### config.mk
export PLATFORM = sky130hd
export DESIGN_NAME = spi_slave_cmd_ctrl
export DESIGN_NICKNAME = d
export VERILOG_FILES = /design/src/rtl/spi_slave_cmd_ctrl.sv
export SDC_FILE = /design/constraint.sdc
export NUM_CORES = 1
export LEC_CHECK = 0
export BUFFER_PORTS_ARGS = -buffer_cell sky130_fd_sc_hd__buf_2
export CAP_MARGIN = 20
export CORE_AREA = 8 8 111 113
export DETAILED_ROUTE_END_ITERATION = 16
export DIE_AREA = 0 0 119 121
export GPL_TIMING_DRIVEN = 0
export PLACE_DENSITY = 0.81
export SLEW_MARGIN = 0
export SYNTH_ARGS = -nofsm -noshare
export SYNTH_HDL_FRONTEND = slang
export SYNTH_SLANG_ARGS = --single-unit
### constraint.sdc
create_clock -name axi_aclk -period 2.15 [get_ports axi_aclk]
set_clock_uncertainty 0.1 [all_clocks]
set_input_delay 0.215 -clock axi_aclk [delete_from_list [all_inputs] [get_ports axi_aclk]]
set_output_delay 0.215 -clock axi_aclk [all_outputs]
set_load 0.005 [all_outputs]
### src/rtl/spi_slave_cmd_ctrl.sv
// Command sequencer between the SPI word deserializer and the SPI-to-AXI plug.
// Define SPI_SLAVE_CMD_ADDR_ALIGN_EN to force rxtx_addr[1:0] to 2'b00 on load.
module spi_slave_cmd_ctrl #(
    parameter int unsigned AXI_ADDR_WIDTH = 32,
    parameter logic [15:0] WRAP_RESET     = 16'h0000,
    parameter logic [7:0]  DUMMY_RESET    = 8'd32
) (
    input  logic                      axi_aclk,
    input  logic                      axi_aresetn,
    input  logic                      cs,
    input  logic [31:0]               spi_word,
    input  logic                      spi_word_valid,
    output logic [AXI_ADDR_WIDTH-1:0] rxtx_addr,
    output logic                      rxtx_addr_valid,
    output logic                      start_tx,
    output logic [15:0]               wrap_length,
    output logic [7:0]                dummy_cycles,
    output logic [31:0]               rx_data,
    output logic                      rx_valid,
    input  logic                      rx_ready,
    output logic                      wr_overflow
);

    typedef enum logic [2:0] {
        ST_IDLE, ST_CMD, ST_ADDR, ST_WR_DATA, ST_RD_ACTIVE, ST_CFG_WRAP, ST_CFG_DUMMY, ST_IGNORE
    } state_e;

    state_e                    state_q, state_d;
    logic                      is_read_q, is_read_d;
    logic [AXI_ADDR_WIDTH-1:0] addr_q, addr_d, addr_word, addr_load;
    logic                      addr_valid_q, addr_valid_d;
    logic                      start_q, start_d;
    logic [15:0]               wrap_q, wrap_d;
    logic [7:0]                dummy_q, dummy_d;
    logic                      ovf_q, ovf_d;
    logic [31:0]               mem_q [2];
    logic [31:0]               mem_d [2];
    logic                      wr_ptr_q, wr_ptr_d, rd_ptr_q, rd_ptr_d;
    logic [1:0]                count_q, count_d;
    logic                      word_v, push_req, push, pop, full;

    if (AXI_ADDR_WIDTH <= 32) begin : g_addr_trunc
        assign addr_word = spi_word[AXI_ADDR_WIDTH-1:0];
    end else begin : g_addr_ext
        assign addr_word = {{(AXI_ADDR_WIDTH-32){1'b0}}, spi_word};
    end

    always_comb begin
        addr_load = addr_word;
`ifdef SPI_SLAVE_CMD_ADDR_ALIGN_EN
        addr_load[1:0] = 2'b00;
`endif
    end

    // Deselect masks the word strobe, so cs wins over a same-cycle word everywhere.
    assign word_v   = spi_word_valid & ~cs;
    assign push_req = (state_q == ST_WR_DATA) & word_v;
    assign full     = (count_q == 2'd2);
    assign pop      = rx_valid & rx_ready;
    assign push     = push_req & (~full | pop);

    always_comb begin
        state_d      = state_q;
        is_read_d    = is_read_q;
        addr_d       = addr_q;
        addr_valid_d = 1'b0;
        start_d      = 1'b0;
        wrap_d       = wrap_q;
        dummy_d      = dummy_q;
        ovf_d        = ovf_q;
        if (state_q != ST_IDLE && cs) begin
            state_d = ST_IDLE;
        end else begin
            unique case (state_q)
                ST_IDLE: if (!cs) state_d = ST_CMD;
                ST_CMD: if (word_v) begin
                    ovf_d = 1'b0;
                    unique case (spi_word[7:0])
                        8'h02: begin state_d = ST_ADDR; is_read_d = 1'b0; end
                        8'h0B: begin state_d = ST_ADDR; is_read_d = 1'b1; end
                        8'h11: state_d = ST_CFG_WRAP;
                        8'h71: state_d = ST_CFG_DUMMY;
                        default: state_d = ST_IGNORE;
                    endcase
                end
                ST_ADDR: if (word_v) begin
                    addr_d       = addr_load;
                    addr_valid_d = 1'b1;
                    start_d      = is_read_q;
                    state_d      = is_read_q ? ST_RD_ACTIVE : ST_WR_DATA;
                end
                ST_CFG_WRAP: if (word_v) begin
                    wrap_d  = spi_word[15:0];
                    state_d = ST_IGNORE;
                end
                ST_CFG_DUMMY: if (word_v) begin
                    dummy_d = spi_word[7:0];
                    state_d = ST_IGNORE;
                end
                default: ;
            endcase
        end
        if (push_req && !push) ovf_d = 1'b1;
    end

    always_comb begin
        mem_d    = mem_q;
        wr_ptr_d = wr_ptr_q;
        rd_ptr_d = rd_ptr_q;
        if (pop) rd_ptr_d = ~rd_ptr_q;
        if (push) begin
            mem_d[wr_ptr_q] = spi_word;
            wr_ptr_d        = ~wr_ptr_q;
        end
        count_d = count_q + {1'b0, push} - {1'b0, pop};
    end

    always_ff @(posedge axi_aclk or negedge axi_aresetn) begin
        if (!axi_aresetn) begin
            state_q      <= ST_IDLE;
            is_read_q    <= 1'b0;
            addr_q       <= '0;
            addr_valid_q <= 1'b0;
            start_q      <= 1'b0;
            wrap_q       <= WRAP_RESET;
            dummy_q      <= DUMMY_RESET;
            ovf_q        <= 1'b0;
            mem_q        <= '{default: '0};
            wr_ptr_q     <= 1'b0;
            rd_ptr_q     <= 1'b0;
            count_q      <= '0;
        end else begin
            state_q      <= state_d;
            is_read_q    <= is_read_d;
            addr_q       <= addr_d;
            addr_valid_q <= addr_valid_d;
            start_q      <= start_d;
            wrap_q       <= wrap_d;
            dummy_q      <= dummy_d;
            ovf_q        <= ovf_d;
            mem_q        <= mem_d;
            wr_ptr_q     <= wr_ptr_d;
            rd_ptr_q     <= rd_ptr_d;
            count_q      <= count_d;
        end
    end

    assign rxtx_addr       = addr_q;
    assign rxtx_addr_valid = addr_valid_q;
    assign start_tx        = start_q;
    assign wrap_length     = wrap_q;
    assign dummy_cycles    = dummy_q;
    assign rx_valid        = (count_q != 2'd0);
    assign rx_data         = mem_q[rd_ptr_q];
    assign wr_overflow     = ovf_q;

endmodule

==> qor.yml, run 1 <==
status:
  status: "complete, no violations"
timing:
  post-route-worst-setup-slack_ps: 74.4
  grt_setup_unrepaired: "no"
  final_max_slew_viol_count: 0
  finalHoldWorstSlack_ps: 49.9
  hold_viol: 0
  tightest_slew_ps: 523
  min_period_ps: 2080
  final-setup-viol-count: 0
  period_share_pct: 96.5
  relSlewSlack_pct: 65.1
  fmax_mhz: 482
clock_tree:
  clk-insertion-delay-late_ps: 520
  clkTransAtPathRegs_ps: 60
  cts_tree: "done"
  cts_root_buf: "clkbuf_8"
  cts_sinks: 131
  htreeDepth: 4
  cts.path.max_buffers: 2
  numCtsBuffers: 17
detailed_routing:
  drt_iter0_drc: 182
  wl_per_cell_um: 18.8
  via_per_inst: 5.22
  routed_wl_um: 13000
  first_pass_iters: 4
  vias: 3600
  drc: 0
  antenna_left: 0
setup_path:
  worstPathMaxFanout: 10
  slowest_stage: "dfrtp_1"
  worstSetupPathType: "register to register"
  startpoint_type: "register"
  worst-r2r-cell-count: 6
  crit_chain: "nor3b_4, nand4b_4, or2_1, buf_2, buf_6, mux2_4"
  endpoint_kind: "register"
  critPathRequiredTime_ps: 2450
  critPathMaxStageDelay_ps: 480
  arrival_ps: 2380
  crit_family: "simple AND/OR/NAND/NOR gates"
  path_buf_inv: 2
  path_depth: 6
yosys:
  ys_top_cells_by_count: "dfrtp_1, mux2_2, mux2_4"
  synthXorXnorAreaFrac_pct: 0.785
  synth-simple-area-share_pct: 3.39
  synth-async-reset-ratio_pct: 100
  synth_most_common_cell: "dfrtp_1"
  seq_area_frac_synth_pct: 58.8
  ys_seq_elements: 131
  synth_top_family_by_area: "multiplexers"
  synth_top_cell_by_area: "dfrtp_1"
  synth_cells: 355
  synth-edff-count: 0
  synth_nets: 394
  synth_flop_cell: "dfrtp_1"
  yosysUniqueCellTypes: 36
  synthAdderAreaFrac_pct: 0.449
  synthMuxAreaShare_pct: 32.9
  syn_avg_cell_area_um2: 15.7
  synthDominantCellAreaShare_pct: 58.3
  synth_compound_area_share_pct: 1.41
  syn_area_mm2: 0.00558
  netlist_top_cells_area: "dfrtp_1, mux2_2, mux2_4"
  synth_warnings: 0
power_and_ir_drop:
  ir_worst_vdd_v: 0.000774
  power.density_mw_per_mm2: 1170
  p_leak_nw: 3.87
finish:
  final_layout_size_suffix_gt1_share_pct: 61.0
  syn_to_final_growth_pct: 32.3
  diodes: 0
  nets: 575
placed_design:
  dp.final_hpwl_um: 8440
  gp_congestion: 0.859
  post-place-ws_ps: -73.1
  port_buffers: 126
global_route:
  grt_pass1_vias: 4014
  grt_pass1_wl_um: 21600
  antenna_found_initial: 0
  overflow: 0
  grt_usage_pct: 18.9
  grt_start_max_net_pins: 77
worst_hold_path:
  hold_depth: 3
  hold_class: "input port to register"
floorplanning:
  ios: 129
  rows: 38
  dieArea_mm2: 0.0144
  core_area_mm2: 0.0106
  die_w_um: 119
  start_util_pct: 52.6
  die_h_um: 121
run:
  maxCapViolCount: 0
==> area by class of cell <==
type                            instances  area, µm²
Fill cell                             712       3220
Tap cell                              140        175
Clock buffer                           19        432
Timing Repair Buffer                  164       1030
Buffer                                 17        125
Multi-Input combinational cell        200       2180
Clock inverter                         13        136
Sequential cell                       131       3280
Inverter                                5       18.8
==> report_power, final <==
group          internal [W]  total, W  switching, W
Combinational       0.00138   0.00229      0.000910
Clock               0.00167   0.00273       0.00106
Sequential          0.00319   0.00360      0.000407
Total               0.00625   0.00862       0.00237
==> path summary, 6_finish.rpt <==
kind / startpoint / end / slack, ps
worst min-delay path: spi_word[3] / is_read_q / 50
worst min register to register: rxtx_addr[31] / rxtx_addr[31] / 400
worst max register to register: state_q[2] / mem_q[18] / 70
worst max-delay path: state_q[2] / mem_q[18] / 70
max in group asynchronous: axi_aresetn / dummy_cycles[5] / 1070
min in group asynchronous: axi_aresetn / rxtx_addr[24] / 120
==> sequential cells by signal (all words and copies together) (netlist names), 2 cells and up <==
register      cells
count_q           2
dummy_cycles      8
mem_q            64
rxtx_addr        32
state_q           3
wrap_length      16
==> per-layer routing <==
metal / up-vias / GRT usage, % / share of wire, %
met5: - / 0 / 0
met4: 0 / 7.27 / 1.6
met3: 19 / 8.14 / 7.6
met2: 112 / 30.5 / 48
met1: 1833 / 22.0 / 43
li1: 1636 / - / -
==> metrics by stage <==
step | instances | area (µm²) | TNS (ps) | util (%) | power, W
finish | 689 | 7380 | 0 | 69.6 | 0.00862
global route | 689 | 7380 | 0 | 69.6 | 0.00909
CTS | 688 | 7360 | 0 | 69.4 | 0.00871
detailed placement | 622 | 6420 | -2640 | 60.5 | 0.00583
global placement | 621 | 6380 | -110810 | 60.2 | 0.00571
floorplan | 355 | 5580 | 0 | - | 0.00479
==> what timing repair did <==
| item | CTS | global route |
|---|---|---|
| gates cloned | 0 | 0 |
| gates resized for setup | 11 | 5 |
| setup endpoints to repair | 79 | 88 |
| hold buffers | 35 | 0 |
| hold endpoints to repair | 170 | 0 |
| pin swaps | 0 | 1 |
| buffers inserted | 0 | 2 |
==> worst min-delay path: stages <==
cell,delay [ps]
clkbuf_1,200
nand2_1,120
o211ai_1,90
==> logic make-up after synthesis <==
group	after synthesis
adders and majority gates	2
xor gates and xnor gates	5
and+or+nand+nor	28
buffers and inverters	24
DFF	131
AOI/OAI and AO/OA	12
muxes	153
==> placed cells by master (no fill, tap or decap), types with 4 or more instances in the layout <==
cell type      Yosys  layout
clkinvlp_4         0       4
clkbuf_16          0      16
buf_4              3       5
mux2_4            30      30
inv_1              5       5
dlygate4sd3_1      0      35
buf_2              3     129
nand2_1            4       4
buf_6              3       4
clkinv_2           0       4
dfrtp_1          130     129
mux2_2           122     122
xnor2_1            4       4
Note: power is estimated with default switching activity, not from simulation.
==> run 2, diff against run 1 <==
CTS_BUF_LIST = sky130_fd_sc_hd__clkbuf_16   (was not set)
==> run 2 against run 1 <==
  * Final area is 1.4% lower
  * Via count fell by 0.61%
  * Fmax shrank 0.20%
  * Non-clock buffer count down 9
  * Critical endpoint unchanged
  * Setup slack got worse by 4.2 ps
  * Cell count down 1.3%
  * Utilization decreased by 0.96 points
  * Power shrank 0.24%
==> qor.yml, run 2 (synthesis gave the netlist of run 1 again) <==
status:
  status: "complete, no violations"
global_route:
  overflow: 0  # unchanged
  grt_usage_pct: 18.6  # -0.27 points
  grt_pass1_vias: 3953  # -1.5%
  antenna_found_initial: 0  # unchanged
  grt_start_max_net_pins: 77  # unchanged
  grt_pass1_wl_um: 21300  # -1.4%
power_and_ir_drop:
  p_leak_nw: 3.83  # -0.98%
  seqPwrFrac_pct: 41.8  # about the same
  intPower_w: 0.00623  # -0.23%
  power.density_mw_per_mm2: 1180  # +1.2%
  p_sw_w: 0.00237  # -0.26%
  power_frac_comb_pct: 26.2  # -0.4 points
  ir_worst_vdd_v: 0.000785  # +1.5%
  switching_share_pct: 27.5  # about the same
  power_frac_clock_pct: 32.0  # +0.3 points
run:
  maxCapViolCount: 0  # unchanged
setup_path:
  arrival_ps: 2280  # -100 ps
  critPathRequiredTime_ps: 2350  # -100 ps
  endpoint_kind: "register"
  startpoint_type: "register"
  worstPathMaxFanout: 10  # unchanged
  worstSetupPathType: "register to register"
timing:
  tightest_slew_ps: 528  # +5.28 ps
  period_share_pct: 96.7  # +0.20 points
  final-setup-viol-count: 0  # unchanged
  grt_setup_unrepaired: "no"
  hold_viol: 0  # unchanged
  post-route-worst-setup-slack_ps: 70.1  # -4.24 ps
  final_max_slew_viol_count: 0  # unchanged
  fmax_mhz: 481  # -0.20%
  min_period_ps: 2080  # +4.24 ps
  relSlewSlack_pct: 64.8  # -0.35 points
clock_tree:
  clk-insertion-delay-late_ps: 420  # -100 ps
  cts_tree: "done"
  cts.path.max_buffers: 2  # unchanged
  cts_root_buf: "clkbuf_16"
  numCtsBuffers: 17  # unchanged
  cts_sinks: 131  # unchanged
  htreeDepth: 4  # unchanged
  clkTransAtPathRegs_ps: 60  # about the same
finish:
  syn_to_final_growth_pct: 30.5
  post-route-cell-area_mm2: 0.00728  # -1.4%
  final_common_cell: "dfrtp_1"
  nets: 566  # -1.6%
  layout_common_cells: "dfrtp_1, buf_2, mux2_2, mux2_4, dlygate4sd3_1"
  largest_register: "mem_q"
  final_layout_size_suffix_gt1_share_pct: 61.5  # +0.46 points
  diodes: 0  # unchanged
  largest_reg_flops: 64  # unchanged
floorplanning:
  start_util_pct: 52.6  # unchanged
  core_area_mm2: 0.0106  # unchanged
  rows: 38  # unchanged
  die_h_um: 121  # unchanged
  ios: 129  # unchanged
  dieArea_mm2: 0.0144  # unchanged
  die_w_um: 119  # unchanged
detailed_routing:
  drt_iter0_drc: 180  # -1.1%
  antenna_left: 0  # unchanged
  via_per_inst: 5.26  # +0.70%
  drc: 0  # unchanged
  first_pass_iters: 4  # unchanged
  routed_wl_um: 12900  # -0.37%
  vias: 3578  # -0.61%
  wl_per_cell_um: 19.0  # +0.95%
worst_hold_path:
  hold_class: "input port to register"
placed_design:
  post-place-ws_ps: -73.1  # unchanged
  dp.final_hpwl_um: 8440  # unchanged
  port_buffers: 126  # unchanged
  gp_congestion: 0.859  # unchanged
  placed_area_mm2: 0.00642  # unchanged
## run 2: cell types whose count changed in the layout (fill, tap and decap cells not counted)
cell,delta
clkbuf_1,-1
inv_1,+1
dfrtp_1,+1
clkbuf_2,+1
nor2b_1,+1
clkbuf_16,+1
clkinv_1,+1
dlygate4sd3_1,-9
clkbuf_8,-3
nor2b_2,-1
dfrtp_2,-1
## run 2: metrics by stage
step / setup TNS (ps) / instances / util (%) / power (W) / hold slack, ps
detailed placement: -2640 / 622 / 60.5 / 0.00583 / 111
global placement: -110810 / 621 / 60.2 / 0.00571 / 370
CTS: 0 / 679 / 68.4 / 0.00869 / 18.9
finish: 0 / 680 / 68.7 / 0.00860 / 34.5
global route: 0 / 680 / 68.7 / 0.00906 / 32.5
floorplan: 0 / 355 / - / 0.00479 / -181
## run 2: power by group through the flow
stage	sequential (W)	combinational, W	clock, W
3_3_place_gp	0.00353	0.00218	0
5_1_grt	0.00368	0.00247	0.00291
3_5_place_dp	0.00359	0.00224	0
2_1_floorplan	0.00356	0.00124	0
4_1_cts	0.00359	0.00230	0.00280
6_report	0.00359	0.00226	0.00275
## run 2: worst paths after layout
check,slack [ps],from,endpoint,depth (start not counted)
worst max-delay path,70,state_q[2],mem_q[18],6
worst min-delay path,30,spi_word_valid,state_q[2],3
worst max register to register,70,state_q[2],mem_q[18],6
worst min register to register,400,rxtx_addr[31],rxtx_addr[31],1
max in group asynchronous,940,axi_aresetn,dummy_cycles[5],3
min in group asynchronous,230,axi_aresetn,rxtx_addr[24],2
## run 2: final cells by class
cell class	count	area [µm²]
fill	726	3320
sequential	131	3280
multi-input combinational	200	2180
timing repair buffer	155	940
clock buffer	17	425
tap	140	175
clock inverter	15	144
buffer	17	116
inverter	5	18.8
## run 2: metal layers
| metal | vias up | part of all wire, % | GRT usage (%) |
|---|---|---|---|
| li1 | 1619 | - | - |
| met1 | 1830 | 43 | 22.0 |
| met2 | 112 | 47 | 29.7 |
| met3 | 17 | 7.8 | 8.05 |
| met4 | 0 | 1.6 | 7.04 |
| met5 | - | 0 | 0 |
## run 2: what timing repair did
| action | CTS | global route |
|---|---|---|
| hold buffers | 26 | 0 |
| hold endpoints to repair | 138 | 0 |
| endpoints found under the setup margin | 79 | 87 |
| gates cloned | 0 | 0 |
| pin swaps | 0 | 1 |
| buffers inserted | 0 | 2 |
| resized for setup | 8 | 4 |
## run 2: worst max-delay path, stage by stage (launching register included)
cell and delay [ps]:
dfrtp_1 480, nor3b_4 320, nand4b_4 170, or2_1 230
buf_2 160, buf_6 180, mux2_4 310
